[src/rtl/hamming_pkg.sv]
// hamming_pkg: shared Hamming(7,4) constants, FSM state encoding and encoder function
// Layout H[6:0] = {d3,d2,d1,p4,d0,p2,p1}. This is the codeword order the downstream decoder expects.
package hamming_pkg;
   localparam int CW_W = 7;
   localparam int DATA_W = 4;
   typedef enum logic [1:0] {ST_IDLE, ST_SHIFT, ST_GAP} state_t;
   function automatic logic [CW_W-1:0] hamming_encode(input logic [DATA_W-1:0] d);
      return {d[3], d[2], d[1], d[3]^d[2]^d[1], d[0], d[3]^d[2]^d[0], d[3]^d[1]^d[0]};
   endfunction
endpackage

[src/rtl/hamming_tx_serializer_if.sv]
// hamming_tx_serializer_if: nibble handshake plus serial frame output of the serializer
// master: nibble source and frame sink (bench or upstream logic); slave: the serializer
interface hamming_tx_serializer_if
   import hamming_pkg::*;
#(
   parameter int CNT_W = 8
);
   logic [DATA_W-1:0] din;
   logic din_valid;
   logic din_ready;
   logic [2:0] inj_pos;
   logic tx_bit;
   logic tx_valid;
   logic tx_sof;
   logic busy;
   logic [CNT_W-1:0] frame_cnt;
   modport master (output din, din_valid, inj_pos, input din_ready, tx_bit, tx_valid, tx_sof, busy, frame_cnt);
   modport slave (input din, din_valid, inj_pos, output din_ready, tx_bit, tx_valid, tx_sof, busy, frame_cnt);
endinterface

[src/rtl/hamming_tx_serializer_encode.sv]
// hamming_encode: combinational 4-bit to 7-bit Hamming encoder
// d: data nibble {d3,d2,d1,d0}; cw: codeword {d3,d2,d1,p4,d0,p2,p1}
module hamming_encode
   import hamming_pkg::*;
(
   input  logic [DATA_W-1:0] d,
   output logic [CW_W-1:0]   cw
);
   assign cw = hamming_pkg::hamming_encode(d);
endmodule

[src/rtl/hamming_tx_serializer.sv]
// hamming_tx_serializer: accepts nibbles, Hamming(7,4)-encodes them and shifts the codeword out MSB first
// clk, rst: clock and async active-high reset; bus: nibble input handshake, serial output, busy, frame_cnt
module hamming_tx_serializer
   import hamming_pkg::*;
#(
   parameter int GAP = 0,
   parameter int CNT_W = 8
) (
   input logic clk,
   input logic rst,
   hamming_tx_serializer_if.slave bus
);
   localparam logic [3:0] GAP_LAST = 4'(GAP == 0 ? 0 : GAP - 1);
   state_t state, nstate;
   logic [CW_W-1:0] cw, cw_inj, shreg;
   logic [2:0] bcnt;
   logic [3:0] gcnt;
   logic [CNT_W-1:0] cnt;
   logic accept;
   hamming_encode u_enc (.d(bus.din), .cw(cw));
   // inj_pos is 1-based so that it equals the syndrome the decoder will report
   assign cw_inj = bus.inj_pos == 3'd0 ? cw : cw ^ (7'd1 << (bus.inj_pos - 3'd1));
   assign accept = state == ST_IDLE && bus.din_valid;
   always_ff @(posedge clk or posedge rst)
      if (rst) state <= ST_IDLE;
      else state <= nstate;
   always_comb begin
      nstate = state;
      if (state == ST_IDLE) nstate = bus.din_valid ? ST_SHIFT : ST_IDLE;
      else if (state == ST_SHIFT) nstate = bcnt == 3'd6 ? (GAP > 0 ? ST_GAP : ST_IDLE) : ST_SHIFT;
      else nstate = gcnt == GAP_LAST ? ST_IDLE : ST_GAP;
   end
   always_ff @(posedge clk or posedge rst)
      if (rst) begin
         shreg <= '0;
         bcnt <= '0;
         gcnt <= '0;
         cnt <= '0;
      end else begin
         if (accept) begin
            shreg <= cw_inj;
            bcnt <= '0;
            cnt <= cnt + 1'b1;
         end else if (state == ST_SHIFT) begin
            shreg <= shreg << 1;
            bcnt <= bcnt + 3'd1;
         end
         gcnt <= state == ST_GAP ? gcnt + 4'd1 : 4'd0;
      end
   always_comb begin
      bus.din_ready = state == ST_IDLE;
      bus.tx_valid = state == ST_SHIFT;
      bus.tx_bit = state == ST_SHIFT && shreg[CW_W-1];
      bus.tx_sof = state == ST_SHIFT && bcnt == 3'd0;
      bus.busy = state != ST_IDLE;
      bus.frame_cnt = cnt;
   end
endmodule

[src/flat_wrapper.sv]
// flat-port wrapper written by rule: the top's interface ports become plain ports
module hamming_tx_serializer_flat import hamming_pkg::*;
#(
   parameter int GAP = 0,
   parameter int CNT_W = 8
)
  (clk, rst, bus_din, bus_din_valid, bus_inj_pos, bus_din_ready, bus_tx_bit, bus_tx_valid, bus_tx_sof, bus_busy, bus_frame_cnt);
  hamming_tx_serializer_if #(.CNT_W(CNT_W)) bus_i ();
  input logic clk;
  input logic rst;
  input wire logic [$bits(bus_i.din)-1:0] bus_din;
  input wire logic [$bits(bus_i.din_valid)-1:0] bus_din_valid;
  input wire logic [$bits(bus_i.inj_pos)-1:0] bus_inj_pos;
  output wire logic [$bits(bus_i.din_ready)-1:0] bus_din_ready;
  output wire logic [$bits(bus_i.tx_bit)-1:0] bus_tx_bit;
  output wire logic [$bits(bus_i.tx_valid)-1:0] bus_tx_valid;
  output wire logic [$bits(bus_i.tx_sof)-1:0] bus_tx_sof;
  output wire logic [$bits(bus_i.busy)-1:0] bus_busy;
  output wire logic [$bits(bus_i.frame_cnt)-1:0] bus_frame_cnt;
  assign bus_i.din = bus_din;
  assign bus_i.din_valid = bus_din_valid;
  assign bus_i.inj_pos = bus_inj_pos;
  assign bus_din_ready = bus_i.din_ready;
  assign bus_tx_bit = bus_i.tx_bit;
  assign bus_tx_valid = bus_i.tx_valid;
  assign bus_tx_sof = bus_i.tx_sof;
  assign bus_busy = bus_i.busy;
  assign bus_frame_cnt = bus_i.frame_cnt;
  hamming_tx_serializer #(.GAP(GAP), .CNT_W(CNT_W)) u_core (.clk(clk), .rst(rst), .bus(bus_i));
endmodule
[config.mk]
export PLATFORM = sky130hd
export DESIGN_NAME = hamming_tx_serializer_flat
export DESIGN_NICKNAME = d
export VERILOG_FILES = /design/src/rtl/hamming_pkg.sv /design/src/rtl/hamming_tx_serializer_if.sv /design/src/rtl/hamming_tx_serializer_encode.sv /design/src/rtl/hamming_tx_serializer.sv /design/src/flat_wrapper.sv
export SDC_FILE = /design/constraint.sdc
export NUM_CORES = 1
export LEC_CHECK = 0
export BUFFER_PORTS_ARGS = -buffer_cell sky130_fd_sc_hd__clkbuf_2
export CORE_ASPECT_RATIO = 0.7
export CORE_MARGIN = 4
export CORE_UTILIZATION = 25
export CTS_CLUSTER_SIZE = 10
export DETAILED_ROUTE_END_ITERATION = 8
export PLACE_DENSITY = 0.49
export SLEW_MARGIN = 0
export SYNTH_ARGS = -nofsm -noshare
export SYNTH_HDL_FRONTEND = slang
export SYNTH_HIERARCHICAL = 1
export SYNTH_SLANG_ARGS = --single-unit
[constraint.sdc]
create_clock -name clk -period 1.58 [get_ports clk]
set_clock_uncertainty 0.05 [all_clocks]
set_input_delay 0.474 -clock clk [delete_from_list [all_inputs] [get_ports clk]]
set_output_delay 0.474 -clock clk [all_outputs]
set_load 0.02 [all_outputs]
* Word-level counts from Yosys, hierarchy flattened *
Cells that the tools add are included.
W data, S select, Z words.

storage, ports and cells
  input bits = 10
  output and inout bits = 13
  register bits = 24

operators by class
  add/subtract/negate cells = 4
  shift operators = 1
  bitwise gates (word level) = 6
  multiplexer cells = 11
  equal/unequal tests = 3
  reductions and logical operators = 9

operator list
  cell                   number
  $mux W7                3
  $add A8 B1 Y8 const B  1
  $shl A1 B3 Y7 const A  1
  $xor A7 B7 Y7          1
  $logic_not A3 Y1       2
  $mux W2                3
  $mux W3                2
  $xor A1 B1 Y1          5
  $add A4 B1 Y4 const B  1
  $logic_not A4 Y1       1
  $mux W4                1
  $reduce_bool A2 Y1     2
  $add A3 B1 Y3 const B  1
  $eq A3 B3 Y1 const B   1
  $logic_and A1 B1 Y1    3
  $sub A3 B1 Y3 const B  1
  $eq A2 B1 Y1 const B   1
  $eq A2 B2 Y1 const B   1
  $logic_not A2 Y1       1
  $mux W1                2

* Logic depth before layout (Yosys ltp) *
Gate-level depths: netlist of run 1.

  depth after elaboration = 5
  depth in mapped cells = 6
  depth with buffers taken out = 4

* Modules after synthesis *
The synthesis of run 1 kept the hierarchy.

by module, submodules not included
  module                 cells an instance  instances  area an instance (µm²)  seq. area each (µm²)
  hamming_tx_serializer  113                1          1244.9                  600.6
  hamming_encode         7                  1          108.9                   0.0

* Worst setup path before layout of run 1 *
OpenSTA, ideal clock, no wires.

  path type = flip-flop to output port
  start = reg u_core.state[1]
  end = out bus_tx_sof
  arrival = 1276 ps
  path buffers = 1
  cell stages (with the launch flop) = 4
  slack = -220 ps
  data required time = 1056 ps
  cell sequence = dfrtp_1 > nand2b_1 > buf_6 > nor3b_1

between the ends
  word-level cells in the longest chain between the ends = 2

ends and longest elaborated chain
  item                    RTL line                     RTL
  from (decl)             hamming_tx_serializer.sv:14  state_t state, nstate;
  from (signal assigned)  hamming_tx_serializer.sv:26  else state <= nstate;
  $eq A2 B1 Y1            hamming_tx_serializer.sv:54  bus.tx_sof = state == ST_SHIFT && bcnt == 3'd0;
  $logic_and A1 B1 Y1     hamming_tx_serializer.sv:54
  to (decl)               flat_wrapper.sv:17           output wire logic [$bits(bus_i.tx_sof)-1:0] bus_tx_sof;

No other way between the ends.

* Worst setup path after layout of run 1 *
Ends and elaborated chain as after synthesis.

==> results.txt, run 1 <==
Total power draw: 2.86 mW
Top FF cell, synth: dfrtp_1
Rows: 22
Final Hold Fails: 0
Synth-to-Final Area Change: 30.1%
Setup WS post-layout: -155 ps
Most common cell after layout, fill and taps aside: dfrtp_1
Yosys warning total: 6
CP Data Required Time: 1060 ps
Vias in the first global route: 1000
Fin nets: 172
Die area: 0.00668 sq mm
FF+latch area: 601 sq um
Kind of critical path: flip-flop to output port
CP arrival: 1210 ps
Seq pwr share: 33.4%
Insertion delay to the later sink of the worst-skew pair: 270 ps
WL final: 2800 um
Drc violations: 0
Die Ht: 69.6 um
Area of the multi-input gates: 688 sq um
Core Region: 0.00523 sq mm
Max-slew violations: 0
RSZ-0062 raised after global routing: true
Ant diodes: 0
Antenna-violating nets left: 0
Clock slew at reported path FFs: 90 ps
Seq cells post-synth: 24
FFs w/ async S/R, synth: 100%
First-pass DRT Iterations: 4
Actual slew at the worst max-slew pin: 331 ps
Setup TNS: -395 ps
Num ports: 23
Port-buffer cells: 22
First-pass GRT wire length: 4570 um
Violated checks: setup timing
Status: finished with violations
Clk root buf: clkbuf_8
Cell Area, Synth: 0.00135 sq mm
Sequential area share after synthesis: 44.4%
Max cap viols: 0
Synth Instances: 120
Die Width: 96.0 um
H-tree depth: 1
Clock Power Share: 18.8%
Most frequent cells in the layout: dfrtp_1 (24), clkbuf_2 (17), buf_4 (13), xnor2_1 (10), nor2_1 (7)
Tcrit/Tclk final: 110%
CP startpoint kind: flip-flop
Vias: 966
Clock sinks: 24
Hold Path Class: input port to asynchronous set/reset pin
Depth of the most critical reg-to-reg path: 6
Minimum clock period: 1730 ps
Post-Syn Nets: 136
Overall global routing resource usage: 8.62%
Violation count after the first detailed-route iteration: 31
Max Clk Rate: 577 MHz
TritonCTS clock tree: yes
Fraction of layout cells with a size suffix above 1: 40.0%
Sw Pwr: 1.02 mW
Int Power: 1.84 mW
Via density: 4.26
Num CTS Buffers: 3
Cell total after placement: 213
Maximum number of pins on one net before global-route repair: 25
Grt ovf: 0
Yosys cell types: 34
WL/cell: 12.4 um
Net Sw Frac: 35.7%
Fillers: 558
CP max FO: 3
Pre-CTS setup slack: 2.73 ps
Initial core utilization: 25.9%
Slew headroom: 77.9%
DP HPWL: 2090 um
Number of flops mapped to enable cells by yosys: 0
Power density over the cells: 1630 mW/mm^2
Maximum buffer depth of the clock tree: 2
Finished Layout Cells: 227
Post-synthesis area per instance: 11.3 sq um
Peak supply drop: 1.05 mV
Crit. End Element: output port
LEAKAGE: 0.797 nW
GPL Wtd Cong: 0.731
Final Util: 33.7%
Final setup viols: 4
Initial antenna violation count: 0
Gate power share: 47.8%
## cell type report
class / instances / share of cell area, %
flip-flops and latches: 24 / 34.1
inverters: 8 / 1.85
clock buffers: 3 / 2.34
multi-input cells: 81 / 39.1
well taps: 72 / 5.11
clock inverters: 1 / 1.70
repair buffers: 38 / 15.8
## cells by family after synthesis
family	count (synthesis)	share of synthesized area (%)
flip-flops	24	44.4
AND/OR/NAND/NOR	33	15.7
adder cells (fa/ha/maj)	6	5.55
buffers and inverters	15	6.93
multiplexers	2	1.66
AO/OA/AOI/OAI	21	9.61
XOR/XNOR	19	16.2
## repair_timing
| item | 4_1_cts | 5_1_grt |
|---|---|---|
| hold buffers | 0 | 0 |
| setup endpoints to repair | 5 | 5 |
| gates cloned | 0 | 0 |
| resized for setup | 12 | 13 |
| buffers inserted | 3 | 7 |
| pin swaps | 0 | 4 |
| hold endpoints to repair | 0 | 0 |
## cell usage after synthesis, drive strengths merged, types with 2 or more instances
master | count | share of area, %
and2 | 2 | 1.0
a21oi | 5 | 1.8
dfrtp | 24 | 44
xor2 | 6 | 3.9
inv | 8 | 2.2
nand3 | 5 | 3.0
o21ai | 5 | 1.8
xor3 | 3 | 5.8
nand2 | 4 | 1.1
ha | 6 | 5.5
nor3b | 5 | 3.6
o22ai | 5 | 2.3
nand4 | 2 | 0.92
nor2 | 8 | 2.2
buf | 7 | 4.7
xnor2 | 10 | 6.5
mux2 | 2 | 1.7
nand3b | 3 | 1.7
## final timing paths
kind                                                           from                             endpoint  slack (ps)
min in group clk                u_core/bus.frame_cnt[7]$_DFFE_PP0P_  u_core/bus.frame_cnt[7]$_DFFE_PP0P_         430
worst min register to register  u_core/bus.frame_cnt[7]$_DFFE_PP0P_  u_core/bus.frame_cnt[7]$_DFFE_PP0P_         430
worst max register to register            u_core/state[1]$_DFF_PP0_  u_core/bus.frame_cnt[4]$_DFFE_PP0P_          80
worst min-delay path                                            rst  u_core/bus.frame_cnt[5]$_DFFE_PP0P_         170
max in group asynchronous                                       rst          u_core/shreg[1]$_DFFE_PP0P_        1050
worst max-delay path                      u_core/state[1]$_DFF_PP0_                           bus_tx_sof        -150
## registers in the layout (all words and copies together) (netlist names)
register and count:
u_core/bcnt 3, u_core/bus.frame_cnt 8, u_core/gcnt 4, u_core/shreg 7, u_core/state 2
## critical path: stages, from the launching register on
cell and delay, ps:
dfrtp_1 410, nand2b_4 180, nor3b_4 180, clkbuf_8 170
## metal layers
metal / global-route usage [%] / vias up / share of wire, %
li1: - / 479 / -
met1: 11.3 / 465 / 47
met2: 13.8 / 22 / 46
met3: 3.47 / 0 / 7.1
met4: 0.946 / 0 / 0
met5: 0 / - / 0
## stage by stage
step                hold slack (ps)  cell area [sq um]
finish                          168               1760
global route                    196               1760
global placement                415               1550
floorplan                       400               1370
detailed placement              417               1550
CTS                             181               1680
## power groups by stage
stage               clock (mW)  sequential (mW)  combinational [mW]
floorplan                    0            0.991               0.771
global placement             0            0.957                1.05
detailed placement           0            0.967                1.08
CTS                      0.561            0.954                1.24
global route             0.591            0.986                1.51
finish                   0.539            0.956                1.37
No activity file was read; power rests on OpenSTA's default activity.
==> run 2, diff against run 1 <==
Settings changed: CORE_UTILIZATION 25 to 55, PLACE_DENSITY 0.49 to 0.85.
Clock period 1.58 ns to 1.78 ns, I/O delays scaled along.
==> run 2 against run 1 <==
Against the previous run:
- the flow still finishes with violations (setup timing)
- sequential power down 9.2%
- combinational power grew 4%
- global-route usage up 14 points
- cell count down 17%
- sequential share of layout area grew 1.2 points
- power fell by 11%
- worst hold slack worse by 9.8 ps
- setup slack improved by 27 ps
- register-to-register slack worse by 140 ps
- clock power is 55% lower
- design area is 3.3% lower
- first-iteration DRC count is 140% higher
- critical path type unchanged
- largest cell class unchanged
==> results.txt, run 2 (same netlist as run 1, synthesis figures left out) <==
Setup TNS: -288 ps
Die Width: 67.3 um
Hold Path Class: input port to asynchronous set/reset pin
First-pass DRT Iterations: 4
Hold_ws: 158 ps
Grt ovf: 0
GPL Wtd Cong: 0.768
Max-slew violations: 0
Status: finished with violations
H-tree depth: 1
Final Util: 76.0%
Total power draw: 2.54 mW
Vias: 1033
LEAKAGE: 0.784 nW
Insertion delay to the later sink of the worst-skew pair: 330 ps
CP max FO: 2
Crit. End Element: output port
Core Region: 0.00224 sq mm
Power density over the cells: 1490 mW/mm^2
Clock sinks: 24
Peak supply drop: 0.707 mV
Vias in the first global route: 1150
CP Data Required Time: 1200 ps
Final setup viols: 4
Violation count after the first detailed-route iteration: 75
Drc violations: 0
Overall global routing resource usage: 22.6%
Clock slew at reported path FFs: 130 ps
DP HPWL: 1990 um
Initial core utilization: 60.4%
Rows: 14
Depth of the most critical reg-to-reg path: 11
Maximum number of pins on one net before global-route repair: 25
Most frequent cells in the layout: dfrtp_1 (24), clkbuf_2 (18), buf_4 (15), xnor2_1 (10), nor2_1 (7)
Synth-to-Final Area Change: 25.9%
Setup WS post-layout: -128 ps
# hold bufs at CTS: 0
Violated checks: setup timing
R2r setup slk: -60 ps
Fillers: 159
Max Clk Rate: 524 MHz
Tcrit/Tclk final: 107%
Fin nets: 174
Max cap viols: 0
CP arrival: 1320 ps
Die area: 0.00333 sq mm
Final Hold Fails: 0
Ant diodes: 0
WL final: 3220 um
Num CTS Buffers: 3
TritonCTS clock tree: yes
WL/cell: 17.1 um
Fraction of layout cells with a size suffix above 1: 41.7%
RSZ-0062 raised after global routing: true
End of the worst register-to-register path: u_core/state[0]$_DFF_PP0_
Most common cell after layout, fill and taps aside: dfrtp_1
Slew headroom: 77.9%
FF-to-FF Start: u_core/bcnt[0]$_DFFE_PP0P_
Actual slew at the worst max-slew pin: 331 ps
Kind of critical path: flip-flop to output port
Initial antenna violation count: 0
Finished Layout Cells: 188
FF+latch area: 601 sq um
Minimum clock period: 1910 ps
Antenna-violating nets left: 0
Port-buffer cells: 22
First-pass GRT wire length: 5550 um
Largest register FFs: 8
CP startpoint kind: flip-flop
Via density: 5.49
Die Ht: 49.5 um
Clk root buf: clkbuf_4
Maximum buffer depth of the clock tree: 2
Cell total after placement: 172
Num ports: 23
Area of the multi-input gates: 713 sq um
==> run 2: cell count changes in the layout (fill, tap and decap cells not counted), sizes merged <==
| cell | change |
|---|---|
| buf | +1 |
| bufinv | -1 |
| clkbuf | +1 |
==> run 2: per-layer routing <==
metal	track usage [%]	vias up	wire, um
li1	-	478	-
met1	28.9	500	1360
met2	36.5	44	1610
met3	6.14	11	169
met4	8.08	0	82
met5	0	-	0
==> run 2: through the flow <==
stage               area [sq um]  worst slack, ps
global route                1700             -191
CTS                         1700            -98.1
finish                      1700             -128
global placement            1480              186
detailed placement          1480              141
floorplan                   1360              101
==> run 2: layout make-up <==
type                    count  area share [%]
multi-input cells          81            41.9
flip-flops and latches     24            35.2
repair buffers             40            17.3
well taps                  32            2.35
inverters                   8            1.91
clock buffers               3            1.32
==> run 2: worst max-delay path by stage <==
stage,start,to,slack [ps],depth (start not counted)
global placement,bus_din[2],u_core/shreg[1]$_DFFE_PP0P_,190,4
finish,u_core/bcnt[1]$_DFFE_PP0P_,bus_tx_sof,-130,4
global route,u_core/bcnt[1]$_DFFE_PP0P_,bus_tx_sof,-190,4
detailed placement,bus_din[2],u_core/shreg[1]$_DFFE_PP0P_,140,4
floorplan,u_core/state[1]$_DFF_PP0_,bus_tx_bit,100,4
CTS,u_core/bcnt[0]$_DFFE_PP0P_,bus_tx_sof,-100,4
==> run 2: worst max-delay path, stage by stage, from the launching register on <==
cell and delay [ps]:
dfrtp_1 420, inv_2 100, ha_4 130, nor3b_4 180, clkbuf_8 170
==> run 2: repair_timing <==
| item | 4_1_cts | 5_1_grt |
|---|---|---|
| resized for setup | 22 | 5 |
| pin swaps | 3 | 1 |
| buffers inserted | 13 | 0 |
| hold endpoints to repair | 0 | 0 |
| endpoints found under the setup margin | 5 | 5 |
==> run 2: where the power goes <==
group,switching (mW),total [mW],internal [mW]
Clock,0.165,0.245,0.0798
Combinational,0.682,1.42,0.742
Sequential,0.162,0.868,0.706
